## src/rtl/tx_frame_sched_pkg.sv

```systemverilog
// Shared header codes and frame-select type for the TX frame scheduler.
package rifl_tx_pkg;

  localparam logic [1:0] HDR_DATA = 2'b01;
  localparam logic [1:0] HDR_CTRL = 2'b10;
  localparam logic [1:0] HDR_IDLE = 2'b00;

  typedef enum logic [1:0] {
    SEL_IDLE,
    SEL_CTRL,
    SEL_DATA
  } frame_sel_e;

  // Header code stamped on a frame of the given type.
  function automatic logic [1:0] sel_hdr(input frame_sel_e sel);
    case (sel)
      SEL_CTRL: sel_hdr = HDR_CTRL;
      SEL_DATA: sel_hdr = HDR_DATA;
      default:  sel_hdr = HDR_IDLE;
    endcase
  endfunction

endpackage

```

## src/rtl/tx_frame_sched_serializer.sv

```systemverilog
// Frame serializer: loads a full frame and shifts it out MSB beat first.
// Owns the beat counter; o_last marks the slot's final beat (the decision cycle).
module frame_serializer #(
  parameter int unsigned FRAME_WIDTH = 256,
  parameter int unsigned DWIDTH      = 64
) (
  input  logic                   clk,
  input  logic                   rst,
  input  logic                   i_load,
  input  logic [FRAME_WIDTH-1:0] i_frame,
  output logic                   o_last,
  output logic                   o_sof,
  output logic [DWIDTH-1:0]      o_data
);

  localparam int unsigned BEATS = FRAME_WIDTH / DWIDTH;
  localparam int unsigned BCW   = (BEATS > 1) ? $clog2(BEATS) : 1;
  localparam logic [BCW-1:0] LAST_BEAT = BCW'(BEATS - 1);

  logic [FRAME_WIDTH-1:0] r_shift;
  logic [BCW-1:0]         r_bcnt;
  logic                   r_active;

  // Shift register, beat counter and frame-in-flight flag.
  always_ff @(posedge clk) begin
    if (rst) begin
      r_shift  <= '0;
      r_bcnt   <= LAST_BEAT;
      r_active <= 1'b0;
    end else if (i_load) begin
      r_shift  <= i_frame;
      r_bcnt   <= '0;
      r_active <= 1'b1;
    end else begin
      r_shift <= r_shift << DWIDTH;
      r_bcnt  <= r_bcnt + 1'b1;
    end
  end

  assign o_last = (r_bcnt == LAST_BEAT);
  assign o_sof  = r_active && (r_bcnt == '0);
  assign o_data = r_shift[FRAME_WIDTH-1 -: DWIDTH];

endmodule

```

## src/rtl/tx_frame_sched.sv

```systemverilog
// TX frame scheduler: per-slot arbitration between control, forced idle
// (clock compensation), user data and idle; stamps header, clears CRC field.
module tx_frame_sched
  import rifl_tx_pkg::*;
#(
  parameter int unsigned FRAME_WIDTH = 256,
  parameter int unsigned DWIDTH      = 64,
  parameter int unsigned CRC_WIDTH   = 12,
  parameter int unsigned CC_PERIOD   = 1024
) (
  input  logic                   clk,
  input  logic                   rst,
  input  logic [FRAME_WIDTH-1:0] ctrl_frame,
  input  logic                   ctrl_valid,
  output logic                   ctrl_ready,
  input  logic [FRAME_WIDTH-1:0] data_frame,
  input  logic                   data_valid,
  output logic                   data_ready,
  input  logic                   pause,
  output logic                   sof,
  output logic [DWIDTH-1:0]      data_out,
  output logic                   cc_inserted
);

  localparam int unsigned CCW = (CC_PERIOD > 0) ? $clog2(CC_PERIOD + 1) : 1;
  localparam logic [CCW-1:0] CC_MAX = CCW'(CC_PERIOD);

  logic [CCW-1:0]         r_cc_cnt;
  logic                   w_last;
  logic                   w_decide;
  logic                   w_force;
  logic                   w_cc_ins;
  frame_sel_e             w_sel;
  logic [FRAME_WIDTH-1:0] w_frame;

  assign w_decide = w_last && !rst;
  assign w_force  = (CC_PERIOD != 0) && (r_cc_cnt == CC_MAX);

  // Slot arbitration: control > forced idle > data (unless paused) > idle.
  always_comb begin
    w_sel    = SEL_IDLE;
    w_cc_ins = 1'b0;
    if (w_decide) begin
      if (ctrl_valid) begin
        w_sel = SEL_CTRL;
      end else if (w_force) begin
        w_sel    = SEL_IDLE;
        w_cc_ins = 1'b1;
      end else if (data_valid && !pause) begin
        w_sel = SEL_DATA;
      end
    end
  end

  assign ctrl_ready  = w_decide && (w_sel == SEL_CTRL);
  assign data_ready  = w_decide && (w_sel == SEL_DATA);
  assign cc_inserted = w_cc_ins;

  // Frame assembly: pick body, stamp header, clear the encoder's CRC field.
  always_comb begin
    w_frame = '0;
    case (w_sel)
      SEL_CTRL: w_frame = ctrl_frame;
      SEL_DATA: w_frame = data_frame;
      default:  w_frame = '0;
    endcase
    w_frame[FRAME_WIDTH-1 -: 2] = sel_hdr(w_sel);
    w_frame[CRC_WIDTH-1:0]      = '0;
  end

  // Clock-compensation counter: clears on idle, saturates on busy frames.
  always_ff @(posedge clk) begin
    if (rst) begin
      r_cc_cnt <= '0;
    end else if (w_decide) begin
      if (w_sel == SEL_IDLE) begin
        r_cc_cnt <= '0;
      end else if (r_cc_cnt != CC_MAX) begin
        r_cc_cnt <= r_cc_cnt + 1'b1;
      end
    end
  end

  frame_serializer #(
    .FRAME_WIDTH (FRAME_WIDTH),
    .DWIDTH      (DWIDTH)
  ) u_ser (
    .clk     (clk),
    .rst     (rst),
    .i_load  (w_decide),
    .i_frame (w_frame),
    .o_last  (w_last),
    .o_sof   (sof),
    .o_data  (data_out)
  );

endmodule

```

## config.mk

```make
export PLATFORM = sky130hd
export DESIGN_NAME = tx_frame_sched
export DESIGN_NICKNAME = d
export VERILOG_FILES = /design/src/rtl/tx_frame_sched_pkg.sv /design/src/rtl/tx_frame_sched_serializer.sv /design/src/rtl/tx_frame_sched.sv
export SDC_FILE = /design/constraint.sdc
export NUM_CORES = 1
export LEC_CHECK = 0
export ABC_AREA = 1
export BUFFER_PORTS_ARGS = -buffer_cell sky130_fd_sc_hd__buf_2
export CAP_MARGIN = 25
export CORE_AREA = 3 3 227 229
export DETAILED_ROUTE_END_ITERATION = 6
export DIE_AREA = 0 0 230 232
export PLACE_DENSITY = 0.51
export SLEW_MARGIN = 20
export SYNTH_ARGS = -nofsm -noshare
export SYNTH_HDL_FRONTEND = slang
export SYNTH_HIERARCHICAL = 1
export SYNTH_SLANG_ARGS = --single-unit
```

## constraint.sdc

```tcl
create_clock -name clk -period 2.2 [get_ports clk]
set_clock_uncertainty 0.15 [all_clocks]
set_input_delay 0 -clock clk [delete_from_list [all_inputs] [get_ports clk]]
set_output_delay 0 -clock clk [all_outputs]
set_load 0.03 [all_outputs]
```

Yosys cells after proc, flatten, opt, wreduce, memory -nomap -nowiden
Index checks and enable logic that the tools add are counted.
{"block": "op_classes", "add_sub_neg": 2, "mul": 0, "div_mod_pow": 0, "order_cmp": 0, "eq_ne": 5, "n_shift": 0, "muxes": 13, "bitwise": 1, "reduce_logical": 12}
{"op": "254-bit one-hot mux with 2 select lines", "n": 1}
{"op": "256-bit 2-to-1 mux", "n": 1}
{"op": "11-bit 2-to-1 mux", "n": 2}
{"op": "11-bit by 1-bit adder with 11-bit output, second input constant", "n": 1}
{"op": "11-bit == test, second input constant", "n": 1}
{"op": "11-bit inequality test, second input constant", "n": 1}
{"op": "2-bit 2-to-1 mux", "n": 5}
{"op": "1-bit logical AND", "n": 5}
{"op": "2-bit == test, second input constant", "n": 2}
{"op": "2-bit zero test", "n": 2}
{"op": "2-bit one-hot mux with 2 select lines", "n": 1}
{"op": "1-bit 2-to-1 mux", "n": 3}
{"op": "2-bit by 1-bit adder with 2-bit output, second input constant", "n": 1}
{"op": "2-bit by 1-bit == test with 1-bit output, second input constant", "n": 1}
{"op": "1-bit zero test", "n": 2}
{"op": "2-bit AND reduction", "n": 1}
{"op": "2-bit nonzero test", "n": 1}
{"op": "2-bit OR reduction", "n": 1}
{"op": "1-bit NOT", "n": 1}
{"block": "word_totals", "regBits": 270, "latch_bits": 0, "ram_bits": 0, "mem_bits_ro": 0, "input_bits": 517, "out_inout_bits": 68, "word_cells": 38, "n_memories": 0}

Logic depth before layout (Yosys ltp)
{"block": "logic_depth", "word_depth": 9, "ltp_mapped": 14}

Modules after synthesis
The synthesis kept the hierarchy.
{"module": "frame_serializer", "n_inst": 1, "cells_per_inst": 1495, "area_each_um2": 10406.2}
{"module": "tx_frame_sched", "n_inst": 1, "cells_per_inst": 425, "area_each_um2": 3304.4}

Least setup slack after synthesis
OpenSTA, ideal clock, no wires.
{"block": "synth_path", "kind": "register to register", "start": "register u_ser.r_bcnt[0]", "end": "register u_ser.r_shift[73]", "setup_ns": 0.064, "arrival_time_ns": 1.793, "required_ns": 1.986, "path_slack_ns": 0.193, "path_stages_with_launch": 12, "path_buffers": 1, "synth_period_minus_slack_ns": 2.007, "path_cell_list": "dfxtp_1 > ha_1 > inv_1 > nor2_8 > nand2_1 > inv_2 > clkbuf_1 > a22o_1 > inv_1 > nand2_1 > nand2_1 > nor2_1"}
{"block": "synth_via", "elab_chain_len": 6, "word_cells_on_any_way": 7, "cone_classes": "eq/ne (3); mux (3); reduce/logical (1)"}
{"item": "from (decl)", "line_no": "tx_frame_sched_serializer.sv:21", "text": "logic [BCW-1:0] r_bcnt;"}
{"item": "from (signal assigned)", "line_no": "tx_frame_sched_serializer.sv:36", "text": "r_bcnt <= r_bcnt + 1'b1;"}
{"item": "2-bit == test *", "line_no": "tx_frame_sched_serializer.sv:40", "text": "assign o_last = (r_bcnt == LAST_BEAT);"}
{"item": "named net w_last", "line_no": "tx_frame_sched.sv:29", "text": "logic w_last;"}
{"item": "1-bit logical AND *", "line_no": "tx_frame_sched.sv:36", "text": "assign w_decide = w_last && !rst;"}
{"item": "named net w_decide", "line_no": "tx_frame_sched.sv:30", "text": "logic w_decide;"}
{"item": "2-bit 2-to-1 mux *", "line_no": "tx_frame_sched.sv:43", "text": "if (w_decide) begin"}
{"item": "2-bit == test or 2-bit by 1-bit == test with 1-bit output (tied branches)", "line_no": "tx_frame_sched.sv:62", "text": "case (w_sel)"}
{"item": "254-bit one-hot mux with 2 select lines *", "line_no": "tx_frame_sched.sv:62"}
{"item": "named net w_frame[73]", "line_no": "tx_frame_sched.sv:34", "text": "logic [FRAME_WIDTH-1:0] w_frame;"}
{"item": "256-bit 2-to-1 mux *", "line_no": "tx_frame_sched_serializer.sv:30", "text": "end else if (i_load) begin"}
{"item": "to (signal assigned)", "line_no": "tx_frame_sched_serializer.sv:31", "text": "r_shift <= i_frame;"}
{"item": "to (signal assigned)", "line_no": "tx_frame_sched_serializer.sv:35", "text": "r_shift <= r_shift << DWIDTH;"}
{"item": "to (decl)", "line_no": "tx_frame_sched_serializer.sv:20", "text": "logic [FRAME_WIDTH-1:0] r_shift;"}
Mark *: on every way through the listed nets, which the timed path passes. The rest lies on a longest branch.
A chain may end at the register's enable or synchronous reset.

Worst setup path in the final report
{"block": "layout_path", "start": "register u_ser.r_bcnt[1]", "end": "register u_ser.r_shift[213]"}
Same word-level chain as after synthesis.

==> results.ini <==
[clocking]
clock_sinks = 270
cts_made_buffers = 31
h-tree-depth = 1
cts_tree = built
clockBufferDepth = 3
clk_pin_slew_ps = 60
worstSkewPairLatency_ps = 560
cts-root-buf = clkbuf_16

[die]
die_height_um = 232
rows = 82
ioPinCount = 585
die_w_um = 230
core_area_um2 = 49900
initial_core_util_pct = 27.5
die-area_um2 = 53400

[sta]
post-route-min-period_ps = 2160
slew_headroom_pct = 45.7
setup_violations = 0
rsz0062_at_grt = true
hold_viol_final = 0
final.period_utilization_pct = 98.1
tightestPinTransition_ps = 814
hold_slack_ps = 130
finalWorstSetupSlack_ps = 41.8
slew_violations = 0
fmax_mhz = 463

[global_route]
grt_usage_pct = 19.3
antenna_found_initial = 3
grt_pass1_vias = 16657
grt_pass1_wl_um = 83900
grt_overflow_total = 0
grt_max_degree = 185

[detailed_routing]
ant_nets = 0
drc_errors = 0
vias = 16235
postRouteWirelength_um = 57700
drtPass1Iterations = 5
wl_per_cell_um = 16.0
vias_per_cell = 4.50
drt_iter0_drc = 846

[power]
p_sw_uw = 3860
p_comb_share_pct = 23.1
p_clk_share_pct = 40.1
power.share.switching_pct = 26.9
pwr-share-seq_pct = 36.9
internal_power_uw = 10500
ir_worst_vdd_mv = 0.561
leakagePower_uw = 0.0107
p_total_uw = 14400
power_density_nw_per_um2 = 617

[place]
gp_congestion = 0.863
port_buffers = 556
dpl_worst_slack_ps = -75.1
dpl_cell_area_um2 = 16600
post-dp-hpwl_um = 32800

[worst_hold_path]
hp-class = primary input to flop

[yosys]
synth_area_um2 = 13700
seq_area_frac_synth_pct = 39.4
yosysUniqueCellTypes = 28
yosys_register_bits = 270
avgSynthCellArea_um2 = 7.14
syn_inst = 1920
yosys_warnings = 6

[run]
cap_viol_max_count = 0

[final_layout]
stdcell_area_um2 = 23300
area_delta_synth_final_pct = 69.9
register_area_um2 = 5410
utilization_pct = 46.7
multiInputGateArea_um2 = 5940
fill_cells = 4771
drive_gt1_share_pct = 24.8
nets = 3427

[setup_path]
worstSetupEndpointType = flop
critPathRequiredTime_ps = 2540
path_class = flop to flop
crit_fanout = 8
critPathArrivalTime_ps = 2500
critPathLaunchType = flop

[status]
status = finished clean

[metrics by stage]
step | setup TNS, ps | std cells
2_1_floorplan | 0 | 1931
3_3_place_gp | -42.7 | 3037
3_5_place_dp | -75.1 | 3037
4_1_cts | 0 | 3583
5_1_grt | -3050 | 3605
6_report | 0 | 3609
[synth_stat cells, drive strengths merged]
| cell | count | area share, % |
|---|---|---|
| nor2 | 469 | 13 |
| nand2 | 426 | 12 |
| inv | 282 | 7.7 |
| dfxtp | 270 | 39 |
| a22o | 242 | 15 |
| buf | 180 | 10 |
| clkbuf | 10 | 0.27 |
| nand3 | 10 | 0.44 |
| a21oi | 9 | 0.33 |
| o21ai | 6 | 0.30 |
| ha | 4 | 0.37 |
| xor2 | 4 | 0.26 |
| nor3 | 3 | 0.11 |
| o2111ai | 2 | 0.13 |
| conb | 1 | 0.027 |
| nand4 | 1 | 0.046 |
| o211ai | 1 | 0.055 |
[cell usage in the layout, fill, tap and decap left out, types with 2 or more instances in the layout]
master           n
buf_12           9
clkbuf_8         8
buf_16           6
o2111ai_1        2
bufinv_16        7
nand2_4          2
nor2_2           5
a22o_4           5
buf_8            5
buf_2          554
clkinv_2         6
o21ai_0          5
a21oi_1          9
ha_1             2
inv_8            2
dfxtp_4          2
clkinvlp_4       2
nand3_1          8
buf_4           43
nand2_1        421
nand2_2          3
inv_1          277
dfxtp_1        268
ha_4             2
clkbuf_1         2
xor2_1           4
conb_1          12
diode_2          7
a22o_1         237
clkbuf_16       40
dlygate4sd3_1  488
nor2_1         462
buf_6           16
nor3_1           3
[power groups by stage]
stage          combinational, uW  sequential [uW]  clock, uW
2_1_floorplan               1750             5370          0
3_3_place_gp                2430             5400          0
3_5_place_dp                2440             5400          0
4_1_cts                     3150             5290       5940
5_1_grt                     3610             5320       6150
6_report                    3320             5300       5760
[critical path, cell delays in order (launching register included)]
cell and delay [ps]:
dfxtp_4 360, ha_4 140, inv_4 40, nor2_8 160
nand2_4 80, nor2_4 120, o21ai_4 90, inv_8 150
clkbuf_16 230, clkbuf_16 170, a22o_1 130, inv_1 50
nand2_1 50, nand2_1 70, nor2_1 90
[final timing paths]
path / from / end / slack [ps] / cells after the start
worst max register to register: u_ser/r_bcnt[1] / u_ser/r_shift[213] / 40 / 14
worst max-delay path: u_ser/r_bcnt[1] / u_ser/r_shift[213] / 40 / 14
worst min-delay path: data_valid / r_cc_cnt[3] / 130 / 9
worst min register to register: u_ser/r_shift[18] / u_ser/r_shift[82] / 300 / 2
[logic make-up after synthesis]
family          Yosys count  synth area share, %
xor+xnor                  4                0.255
flops                   270                 39.4
simple gates            909                 25.3
compound gates          260                 16.3
fa+ha+maj                 4                0.365
buf+inv                 472                 18.4
other cells               1               0.0274
[flip-flops by register name, summed over array words and instances (netlist names)]
name	count
u_ser/r_shift	256
u_ser/r_bcnt	2
r_cc_cnt	11
u_ser/r_active	1
[area by class of cell]
| class | instances | area share, % |
|---|---|---|
| Clock inverter | 16 | 1.13 |
| Sequential cell | 270 | 23.2 |
| Tap cell | 672 | 3.61 |
| Timing Repair Buffer | 1132 | 38.0 |
| Clock buffer | 41 | 3.84 |
| Antenna cell | 7 | 0.0752 |
| Multi-Input combinational cell | 1189 | 25.5 |
| Inverter | 282 | 4.64 |
[layer usage]
layer / vias to the layer above / wire (um) / track usage (%)
met5: - / 0 / 0
met4: 0 / 3620 / 11.7
met3: 276 / 4160 / 4.38
met2: 773 / 27300 / 33.0
met1: 7344 / 22600 / 21.8
li1: 7842 / - / -
[repair_timing]
action / CTS / global route
pin swaps: 0 / 10
cloned: 1 / 12
buffers inserted: 0 / 7
gates resized for setup: 8 / 52
hold buffers: 488 / 0
hold endpoints to repair: 253 / 0
endpoints found under the setup margin: 3 / 171
Power figures use the tool's default switching activity.
